`config.mk`:
```
export PLATFORM = sky130hd
export DESIGN_NAME = serial_add_ctrl_flat
export DESIGN_NICKNAME = d
export VERILOG_FILES = /design/src/rtl/serial_add_ctrl_if.sv /design/src/rtl/serial_add_ctrl.sv /design/src/flat_wrapper.sv
export SDC_FILE = /design/constraint.sdc
export NUM_CORES = 1
export LEC_CHECK = 0
export BUFFER_PORTS_ARGS = -buffer_cell sky130_fd_sc_hd__buf_4
export CAP_MARGIN = 0
export CORE_AREA = 5 5 57 59
export DETAILED_ROUTE_END_ITERATION = 8
export DIE_AREA = 0 0 62 64
export PLACE_DENSITY_LB_ADDON = 0.2
export SLEW_MARGIN = 30
export SYNTH_ARGS = -nofsm -noshare
export SYNTH_HDL_FRONTEND = slang
export SYNTH_SLANG_ARGS = --single-unit
export TNS_END_PERCENT = 5
```
`constraint.sdc`:
```
create_clock -name clk -period 2.4 [get_ports clk]
set_input_delay 0.24 -clock clk [delete_from_list [all_inputs] [get_ports clk]]
set_output_delay 0.24 -clock clk [all_outputs]
set_load 0.02 [all_outputs]
```
`src/rtl/serial_add_ctrl_if.sv`:
```
// Bundles the request, full-adder loop and result signals of serial_add_ctrl.
// Latency: none; this file only carries wires between the requester, the adder and the controller.
// Backpressure: a start is taken only while busy is low. Optional ovf exists when SERIAL_ADD_OVF_EN is defined.
interface serial_add_ctrl_if #(
    parameter int WIDTH = 8
);
    logic             start;
    logic [WIDTH-1:0] op_a;
    logic [WIDTH-1:0] op_b;
    logic             cin;
    logic             fa_a;
    logic             fa_b;
    logic             fa_cin;
    logic             fa_sum;
    logic             fa_cout;
    logic             busy;
    logic             done;
    logic [WIDTH-1:0] result;
    logic             cout;
`ifdef SERIAL_ADD_OVF_EN
    logic             ovf;
`endif

    // Requester side, which also hosts the external one-bit full adder.
    modport master (
`ifdef SERIAL_ADD_OVF_EN
        input  ovf,
`endif
        output start, op_a, op_b, cin, fa_sum, fa_cout,
        input  fa_a, fa_b, fa_cin, busy, done, result, cout
    );

    // Controller side.
    modport slave (
`ifdef SERIAL_ADD_OVF_EN
        output ovf,
`endif
        input  start, op_a, op_b, cin, fa_sum, fa_cout,
        output fa_a, fa_b, fa_cin, busy, done, result, cout
    );
endinterface

```
`src/rtl/serial_add_ctrl.sv`:
```
// Bit-serial adder controller: it feeds one operand bit pair per cycle through an external full adder.
// Latency: start is accepted at edge 0, busy is high for cycles 1..WIDTH, and done pulses in cycle WIDTH+1.
// Backpressure: start is ignored while busy. Defining SERIAL_ADD_OVF_EN adds the signed overflow output ovf.
module serial_add_ctrl #(
    parameter int WIDTH = 8
) (
    input  logic           clk,
    input  logic           reset,
    serial_add_ctrl_if.slave bus
);
    localparam int CW = $clog2(WIDTH + 1);

    typedef enum logic [1:0] {
        IDLE = 2'd0,
        RUN  = 2'd1,
        DONE = 2'd2
    } state_t;

    state_t           state_q, state_d;
    logic [WIDTH-1:0] a_q, a_d;
    logic [WIDTH-1:0] b_q, b_d;
    logic [WIDTH-1:0] result_q, result_d;
    logic             carry_q, carry_d;
    logic [CW-1:0]    cnt_q, cnt_d;
    logic             last_bit;
`ifdef SERIAL_ADD_OVF_EN
    logic             ovf_q, ovf_d;
`endif

    // The MSB is being processed when the counter reaches WIDTH-1. The counter stops at WIDTH, so it never wraps.
    assign last_bit = (cnt_q == CW'(WIDTH - 1));

    // Register all state. Reset clears everything and can abort a RUN with no done pulse.
    always_ff @(posedge clk or posedge reset) begin
        if (reset) begin
            state_q  <= IDLE;
            a_q      <= '0;
            b_q      <= '0;
            result_q <= '0;
            carry_q  <= 1'b0;
            cnt_q    <= '0;
`ifdef SERIAL_ADD_OVF_EN
            ovf_q    <= 1'b0;
`endif
        end else begin
            state_q  <= state_d;
            a_q      <= a_d;
            b_q      <= b_d;
            result_q <= result_d;
            carry_q  <= carry_d;
            cnt_q    <= cnt_d;
`ifdef SERIAL_ADD_OVF_EN
            ovf_q    <= ovf_d;
`endif
        end
    end

    // Next-state and datapath: load on an accepted start, then shift one bit per RUN cycle.
    always_comb begin
        state_d  = state_q;
        a_d      = a_q;
        b_d      = b_q;
        result_d = result_q;
        carry_d  = carry_q;
        cnt_d    = cnt_q;
`ifdef SERIAL_ADD_OVF_EN
        ovf_d    = ovf_q;
`endif
        case (state_q)
            IDLE, DONE: begin
                if (bus.start) begin
                    a_d     = bus.op_a;
                    b_d     = bus.op_b;
                    carry_d = bus.cin;
                    cnt_d   = '0;
                    state_d = RUN;
                end else begin
                    state_d = IDLE;
                end
            end
            RUN: begin
                a_d                = a_q >> 1;
                b_d                = b_q >> 1;
                result_d           = result_q >> 1;
                result_d[WIDTH-1]  = bus.fa_sum;
                carry_d            = bus.fa_cout;
                cnt_d              = cnt_q + CW'(1);
                if (last_bit) begin
                    state_d = DONE;
`ifdef SERIAL_ADD_OVF_EN
                    // On the MSB step, carry_q is the carry into the MSB and fa_cout is the carry out of it.
                    ovf_d   = carry_q ^ bus.fa_cout;
`endif
                end
            end
            default: state_d = IDLE;
        endcase
    end

    // The adder inputs come only from registers and are held at zero outside RUN.
    assign bus.fa_a   = (state_q == RUN) & a_q[0];
    assign bus.fa_b   = (state_q == RUN) & b_q[0];
    assign bus.fa_cin = (state_q == RUN) & carry_q;

    assign bus.busy   = (state_q == RUN);
    assign bus.done   = (state_q == DONE);
    assign bus.result = result_q;
    // After the last RUN edge the carry register holds the final carry-out. It stays put until the next start.
    assign bus.cout   = carry_q;
`ifdef SERIAL_ADD_OVF_EN
    assign bus.ovf    = ovf_q;
`endif
endmodule

```
`src/flat_wrapper.sv`:
```
// flat-port wrapper written by rule: the top's interface ports become plain ports
module serial_add_ctrl_flat 
#(
    parameter int WIDTH = 8
)
  (clk, reset, bus_start, bus_op_a, bus_op_b, bus_cin, bus_fa_sum, bus_fa_cout, bus_fa_a, bus_fa_b, bus_fa_cin, bus_busy, bus_done, bus_result, bus_cout);
  serial_add_ctrl_if #(.WIDTH(WIDTH)) bus_i ();
  input  logic clk;
  input  logic reset;
  input wire logic [$bits(bus_i.start)-1:0] bus_start;
  input wire logic [$bits(bus_i.op_a)-1:0] bus_op_a;
  input wire logic [$bits(bus_i.op_b)-1:0] bus_op_b;
  input wire logic [$bits(bus_i.cin)-1:0] bus_cin;
  input wire logic [$bits(bus_i.fa_sum)-1:0] bus_fa_sum;
  input wire logic [$bits(bus_i.fa_cout)-1:0] bus_fa_cout;
  output wire logic [$bits(bus_i.fa_a)-1:0] bus_fa_a;
  output wire logic [$bits(bus_i.fa_b)-1:0] bus_fa_b;
  output wire logic [$bits(bus_i.fa_cin)-1:0] bus_fa_cin;
  output wire logic [$bits(bus_i.busy)-1:0] bus_busy;
  output wire logic [$bits(bus_i.done)-1:0] bus_done;
  output wire logic [$bits(bus_i.result)-1:0] bus_result;
  output wire logic [$bits(bus_i.cout)-1:0] bus_cout;
  assign bus_i.start = bus_start;
  assign bus_i.op_a = bus_op_a;
  assign bus_i.op_b = bus_op_b;
  assign bus_i.cin = bus_cin;
  assign bus_i.fa_sum = bus_fa_sum;
  assign bus_i.fa_cout = bus_fa_cout;
  assign bus_fa_a = bus_i.fa_a;
  assign bus_fa_b = bus_i.fa_b;
  assign bus_fa_cin = bus_i.fa_cin;
  assign bus_busy = bus_i.busy;
  assign bus_done = bus_i.done;
  assign bus_result = bus_i.result;
  assign bus_cout = bus_i.cout;
  serial_add_ctrl #(.WIDTH(WIDTH)) u_core (.clk(clk), .reset(reset), .bus(bus_i));
endmodule
```
# Word level (Yosys, flattened, before mapping)
# Cells that the tools add are included.
word_totals:
  mem_count: 0
  wordCells: 30
  rom_bits: 0
  mem_bits_rw: 0
  reg_bits: 31
  output_inout_bits: 14
  latch_bits: 0
  in_bits: 22
classes:
  shifts: 0
  add_sub_neg: 1
  div: 0
  n_lt_le_gt_ge: 0
  n_reduce_logical: 4
  bitwise: 3
  multipliers: 0
  n_eq_ne: 5
  mux: 11
ops:
  columns: ["operator", "n"]
  rows:
  - ["$pmux W8 S2", 2]
  - ["$mux W8", 2]
  - ["$pmux W4 S2", 1]
  - ["$add A4 B1 Y4 const B", 1]
  - ["$eq A4 B3 Y1 const B", 1]
  - ["$mux W4", 1]
  - ["$pmux W2 S2", 1]
  - ["$and A1 B1 Y1", 3]
  - ["$eq A2 B1 Y1 const B", 1]
  - ["$eq A2 B2 Y1 const B", 1]
  - ["$logic_not A2 Y1", 1]
  - ["$mux W1", 2]
  - ["$mux W2", 1]
  - ["$ne A2 B1 Y1 const B", 1]
  - ["$ne A2 B2 Y1 const B", 1]
  - ["$pmux W1 S2", 1]
  - ["$reduce_and A2 Y1", 1]
  - ["$reduce_bool A2 Y1", 1]
  - ["$reduce_or A2 Y1", 1]

# Longest topological paths before layout
# Gate-level depths: netlist of run 1.
depth:
  word_depth: 4
  ltp_mapped: 5
  ltp_nobuf: 4

# Least setup slack after synthesis of run 1
# Ideal clock, no wire load.
synth_timing:
  kind: "flip-flop to output port"
  startpoint: "register u_core.state_q[0]"
  endpoint: "output port bus_fa_a"
  t_required_ns: 2.160
  path_stages_with_launch: 5
  arrival_time_ns: 1.014
  path_slack_ns: 1.146
  path_buffers: 2
  path_cell_list: "dfrtp_1 -> nor2b_4 -> buf_6 -> buf_8 -> and2_1"
synth_between:
  elab_chain_cells: 2
synth_rtl:
  columns: ["item", "line", "text"]
  rows:
  - ["start, declared", "serial_add_ctrl.sv:19", "state_t state_q, state_d;"]
  - ["start signal, assigned", "serial_add_ctrl.sv:46", "state_q <= state_d;"]
  - ["$eq A2 B1 Y1", null, null]
  - ["net bus_busy", "flat_wrapper.sv:19", "output wire logic [$bits(bus_i.busy)-1:0] bus_busy;"]
  - ["$and A1 B1 Y1", "serial_add_ctrl.sv:101", "assign bus.fa_a = (state_q == RUN) & a_q[0];"]
  - ["end, declared", "flat_wrapper.sv:16", "output wire logic [$bits(bus_i.fa_a)-1:0] bus_fa_a;"]
# The timed path passes the listed nets, and every way through them passes these cells.

# Worst setup path in the final report of run 1
layout_timing:
  startpoint: "register u_core.state_q[0]"
  endpoint: "output port bus_fa_a"
layout_between:
  elab_chain_cells: 2
layout_rtl:
  columns: ["item", "line"]
  rows:
  - ["$eq A2 B1 Y1", "serial_add_ctrl.sv:101"]
  - ["$and A1 B1 Y1", "serial_add_ctrl.sv:101"]
# No other way between the ends.

==> out/qor.txt, run 1 <==
Crit path buf inv count - 1
Post-Route WL - 2.710 mm
Initial antenna violation count - 0
Ys Warns - 0
Critical path arrival - 1.73 ns
Mux cell area share after synthesis - 0.09554
Die ar. - 3968 um2
Antenna viol nets, final - 0
CP Launch Type - flip-flop
Vias in the first global route - 1032
Worst R2R End - u_core.cnt_q[0]
CTS tree - yes
Reg2reg setup slack - 0.71 ns
Post-CTS setup repair buffer count - 0
Clk sinks - 31
GR Overflow Total - 0
Pins Over Slew Limit - 0
Least-Margin Pin Slew - 0.7225 ns
N_diodes - 0
Simple-Gate Fraction of Synth Area - 0.07279
Worst Hold Launch - bus_cin
Area Overhead vs Synth - 24.11%
Synth Net Count - 124
Placed cell areas - 1628 um2
Synth Area in Compound Gates - 0.1984
Status - complete, no violations
Register-to-Register Path Depth - 3
Crit path required time - 2.16 ns
Clock period minus worst slack - 1.974 ns
Drc violations - 0
VDD IR max - 0.9256 mV
WHS Path Cells - 3
RSZ-0062 raised after global routing - false
Mapped Avg Cell Area - 13.61 um2
CP Class - flip-flop to primary output
Largest family of logic cells by synthesized area - compound AO/OA/AOI/OAI gates
Initial Utilization - 0.5164
Die height - 64 um
Endpoints failing hold - 0
Hold Path Class - input port to flip-flop
Setup WS post-layout - 0.4262 ns
Worst Skew - 0.007540 ns
Htree depth - 2
Final setup vio count - 0
CP top delay family - simple AND/OR/NAND/NOR gates
Worst reg2reg startpoint - u_core.state_q[0]
First-pass GRT wire length - 4.692 mm
Fill count - 227
Clock buffer depth - 2
Hold EP - u_core.bus.cout
Worst hold margin - 0.1202 ns
Register area share after synthesis - 0.5641
Cts repair resizes - 0
Core ar. - 2663 um2
Tot Pwr - 2.347 mW
Worst Path Max Fanout - 29
Setup TNS - 0 ns
Max stage delay on crit path - 0.64 ns
GP Congestion - 0.6785
Clock Root Buffer - clkbuf_4
Top achievable clock speed - 506.6 MHz
Clock slew at reported path FFs - 0.09 ns
Vias per cell - 5.491
Mapped Area - 1375 um2
Dpl ws - 0.7211 ns
Port bufs - 35
CTS Buf Count - 5
TritonRoute pass-1 iters - 5
DP HPWL - 1.930 mm
Row cnt - 19
Max Cap Viol - 0
Cell chain of the critical path - nor2b_4 -> and2_1 -> buf_4
Leak - 0.9143 nW
Adder-cell share of the synthesized area - 0.009099
Crit-path slowest cell - nor2b_4
Largest net degree at the start of global routing - 30
XOR/XNOR Fraction of Synth Area - 0
GR Util All Layers - 0.1612
Nets - 164
Power Density - 1375 nW/um2
Commonest non-fill, non-tap cell in the layout - buf_4
Hold bufs inserted after CTS - 0
Routed vias - 950
Synth cell types - 21
Relative slew margins - 0.5173
Crit path depth - 3
Post-Syn Instances - 101
DIE WIDTH - 62 um
1st-iter DRT viols - 37
Post-synthesis register bit count - 31
Ports - 36
Final Cycle Share - 0.8224
Commonest non-fill, non-tap cells in the layout - buf_4 (39), dfrtp_1 (31), a22o_1 (18), a21o_1 (14), mux2_1 (8)
Setup crit end kind - primary output
Clk_lat worst skew - 0.33 ns
Post-Layout Inst Area - 1707 um2
Layout cells sized above 1 - 0.3592
WL per Instance - 15.66 um
==> registers in the layout, summed over array words and instances, names as in the netlist <==
| name | cells |
|---|---|
| u_core.a_q | 8 |
| u_core.b_q | 8 |
| u_core.bus.result | 8 |
| u_core.cnt_q | 4 |
| u_core.state_q | 2 |
| u_core.bus.cout | 1 |
==> routing by layer <==
metal	part of all wire	global-route usage	vias up	routed length, um
li1	-	-	448	-
met1	0.41	0.1891	466	1104
met2	0.50	0.2539	32	1357
met3	0.079	0.06841	4	215
met4	0.012	0.06631	0	32
met5	0	0	-	0
==> Yosys cell counts <==
library cell	instances	area, um2
a22o_1	18	157.7
a21o_1	14	105.1
nand4_1	1	6.260
nor2b_4	1	13.76
buf_6	5	56.30
o21ai_1	2	10.01
nand2_1	4	15.01
nor2_4	1	11.26
buf_4	1	7.510
nor3b_1	1	7.510
mux2_2	1	11.26
dfrtp_1	31	775.7
mux2i_1	3	30.03
nor2b_2	1	8.760
mux2_1	8	90.09
nand2b_1	1	6.260
inv_1	1	3.750
nor2b_1	2	12.51
buf_8	1	15.01
ha_1	1	12.51
and2_1	3	18.77
==> how the worst max path moves through the flow <==
stage | end | slack (ns) | startpoint
global route | bus_fa_b | 0.29 | u_core.state_q[0]
global placement | u_core.cnt_q[0] | 0.77 | u_core.state_q[0]
floorplan | bus_fa_a | 1.15 | u_core.state_q[0]
detailed placement | u_core.cnt_q[0] | 0.72 | u_core.state_q[0]
CTS | bus_fa_a | 0.40 | u_core.state_q[0]
finish | bus_fa_a | 0.43 | u_core.state_q[0]
==> worst reg2reg max path: stages, from the launching register on <==
cell     delay (ns)
dfrtp_1        0.40
nor2b_4        0.64
nor2_4         0.22
mux2_2         0.32
==> metrics by stage <==
step | instances | util
after floorplan | 101 | -
after global placement | 164 | 0.6114
after detailed placement | 164 | 0.6114
after CTS | 172 | 0.6372
after global routing | 173 | 0.6410
final | 173 | 0.6410
==> kinds of logic (layout without fill, tap and decap cells) <==
family / count (synthesis) / count (layout)
AO/OA/AOI/OAI: 34 / 34
flip-flops: 31 / 31
AND/OR/NAND/NOR: 15 / 15
multiplexers: 12 / 12
buffers and inverters: 8 / 49
adder cells (fa/ha/maj): 1 / 1
==> final cells by class <==
cell class	instances	area [um2]	area share
tap	31	38.79	0.02273
sequential	31	775.7	0.4545
clock buffer	8	68.82	0.04032
multi-input combinational	62	516.7	0.3028
inverter	1	3.754	0.002199
timing repair buffer	40	302.8	0.1774
==> report_power, final <==
group / switching (mW) / internal (mW) / total, mW
combinational: 0.532 / 0.549 / 1.08
sequential: 0.158 / 0.767 / 0.925
clock: 0.168 / 0.172 / 0.341
Note: power is estimated with default switching activity, not from simulation.
==> run 2: changes to the inputs <==
--- a/config.mk
+++ b/config.mk
@@ -7,9 +7,9 @@
 export LEC_CHECK = 0
 export BUFFER_PORTS_ARGS = -buffer_cell sky130_fd_sc_hd__buf_4
 export CAP_MARGIN = 0
-export CORE_AREA = 5 5 57 59
+export CORE_AREA = 5 5 58 60
 export DETAILED_ROUTE_END_ITERATION = 8
-export DIE_AREA = 0 0 62 64
+export DIE_AREA = 0 0 63 65
 export PLACE_DENSITY_LB_ADDON = 0.2
 export SLEW_MARGIN = 30
 export SYNTH_ARGS = -nofsm -noshare
==> constraint.sdc (replaced) <==
create_clock -name clk -period 1.95 [get_ports clk]
set_input_delay 0.195 -clock clk [delete_from_list [all_inputs] [get_ports clk]]
set_output_delay 0.195 -clock clk [all_outputs]
set_load 0.02 [all_outputs]
==> out/qor.txt, run 2 (synthesis results as in run 1) <==
Number of standard cells in the final layout excluding fillers - 176 (+1.7%)
Ports - 36 (unchanged)
Critical path arrival - 1.55 ns (-0.18 ns)
Die ar. - 4095 um2 (+3.2%)
Die height - 65 um (+1.6%)
Crit path required time - 1.75 ns (-0.41 ns)
DIE WIDTH - 63 um (+1.6%)
Leak - 0.9191 nW (+0.52%)
Post-CTS setup repair buffer count - 0 (unchanged)
Post-Route WL - 2.615 mm (-3.5%)
Commonest non-fill, non-tap cells in the layout - buf_4 (39), dfrtp_1 (31), a22o_1 (18), a21o_1 (14), mux2_1 (8)
Port bufs - 35 (unchanged)
Vias per cell - 5.597 (+1.9%)
Core ar. - 2878 um2 (+8.1%)
GR Overflow Total - 0 (unchanged)
GR Util All Layers - 0.1448 (-0.01641)
Htree depth - 2 (unchanged)
Clock period minus worst slack - 1.742 ns
Clk sinks - 31 (unchanged)
CTS Buf Count - 5 (unchanged)
Dpl ws - 0.3807 ns (-0.3404 ns)
First-pass GRT wire length - 4.609 mm (-1.8%)
WL per Instance - 14.86 um (-5.2%)
Drc violations - 0 (unchanged)
Setup TNS - 0 ns (unchanged)
Final Cycle Share - 0.8935
Fill count - 242 (+6.6%)
Dpl cells - 166 (+1.2%)
CP Class - flip-flop to primary output
Area of the multi-input gates - 525.5 um2 (+1.7%)
Initial Utilization - 0.4778 (-0.03862)
Least-Margin Pin Slew - 0.4859 ns (-0.2366 ns)
Nets - 165 (+0.61%)
TritonRoute pass-1 iters - 5 (unchanged)
Clock buffer depth - 2 (unchanged)
Row cnt - 20 (+1)
Setup WS post-layout - 0.2076 ns (-0.2186 ns)
Clock Root Buffer - clkbuf_4
Clk_lat worst skew - 0.32 ns (about the same)
Largest net degree at the start of global routing - 32 (+6.7%)
Antenna viol nets, final - 0 (unchanged)
Worst Path Max Fanout - 10 (-66%)
Initial antenna violation count - 0 (unchanged)
Area Overhead vs Synth - 24.93%
Endpoints failing hold - 0 (unchanged)
CP Launch Type - flip-flop
Status - complete, no violations
DP HPWL - 1.827 mm (-5.3%)
Commonest non-fill, non-tap cell in the layout - buf_4
Max Cap Viol - 0 (unchanged)
GP Congestion - 0.7085 (+4.4%)
Worst hold margin - 0.09050 ns (-0.02967 ns)
Vias in the first global route - 1011 (-2.0%)
RSZ-0062 raised after global routing - false
1st-iter DRT viols - 21 (-43%)
Worst Skew - 0.005955 ns (-0.001585 ns)
Routed vias - 985 (+3.7%)
Top achievable clock speed - 573.9 MHz
Setup crit end kind - primary output
VDD IR max - 0.8665 mV (-6.4%)
N_diodes - 0 (unchanged)
Relative slew margins - 0.6746 (+0.1573)
Clock slew at reported path FFs - 0.09 ns (about the same)
CTS tree - yes
Hold Path Class - input port to flip-flop
Pins Over Slew Limit - 0 (unchanged)
Register Area - 775.7 um2 (unchanged)
Layout cells sized above 1 - 0.3566 (-0.002512)
Power Density - 1691 nW/um2 (+23%)
Final setup vio count - 0 (unchanged)
==> run 2: cell count changes in the layout (fill, tap and decap cells not counted) <==
cell	previous run	this run
inv_2	1	0
nor2b_2	1	2
inv_1	0	1
==> run 2: per-stage QoR <==
stage	total power, mW	util	area [um2]
finish	2.904	0.5970	1718
global route	3.144	0.5970	1718
CTS	2.927	0.5939	1709
detailed placement	2.498	0.5665	1630
global placement	2.451	0.5665	1630
floorplan	2.163	-	1375
==> run 2: metal layers <==
| metal | track usage | share of wire | vias to the layer above |
|---|---|---|---|
| li1 | - | - | 453 |
| met3 | 0.04159 | 0.070 | 8 |
| met2 | 0.2423 | 0.49 | 41 |
| met5 | 0 | 0 | - |
| met4 | 0.07162 | 0.015 | 0 |
| met1 | 0.1687 | 0.42 | 483 |
==> run 2: what timing repair did <==
action / 4_1_cts / 5_1_grt
hold buffers: 1 / 0
gates resized for setup: 0 / 0
endpoints found under the setup margin: 0 / 1
endpoints found under the hold margin: 31 / 0
==> run 2: layout make-up <==
type	count	share of cell area
Sequential cell	31	0.4516
Clock buffer	8	0.04006
Inverter	1	0.002185
Tap cell	33	0.02403
Multi-Input combinational cell	63	0.3059
Timing Repair Buffer	40	0.1763
==> run 2: worst paths after layout <==
path / start / end / slack [ns] / cells after the start
worst min-delay path: bus_cin / u_core.bus.cout / 0.09 / 3
min in group asynchronous: reset / u_core.cnt_q[3] / 0.50 / 4
worst min register to register: u_core.a_q[0] / u_core.a_q[0] / 0.48 / 1
worst max register to register: u_core.state_q[0] / u_core.bus.result[3] / 0.55 / 3
worst max-delay path: u_core.state_q[0] / bus_fa_cin / 0.21 / 4
max in group asynchronous: reset / u_core.bus.result[3] / 1.17 / 4
==> run 2: critical path, stage by stage (launching register included) <==
cell	delay, ns
dfrtp_1	0.42
nor2b_4	0.34
buf_4	0.20
and2_1	0.12
buf_4	0.13
==> run 2: power by group <==
part           total (mW)  leakage [nW]  internal [mW]  switching (mW)
sequential           1.14         0.383          0.944           0.194
combinational        1.34         0.497          0.694           0.651
clock               0.421        0.0386          0.212           0.209
total                2.90         0.919           1.85            1.05
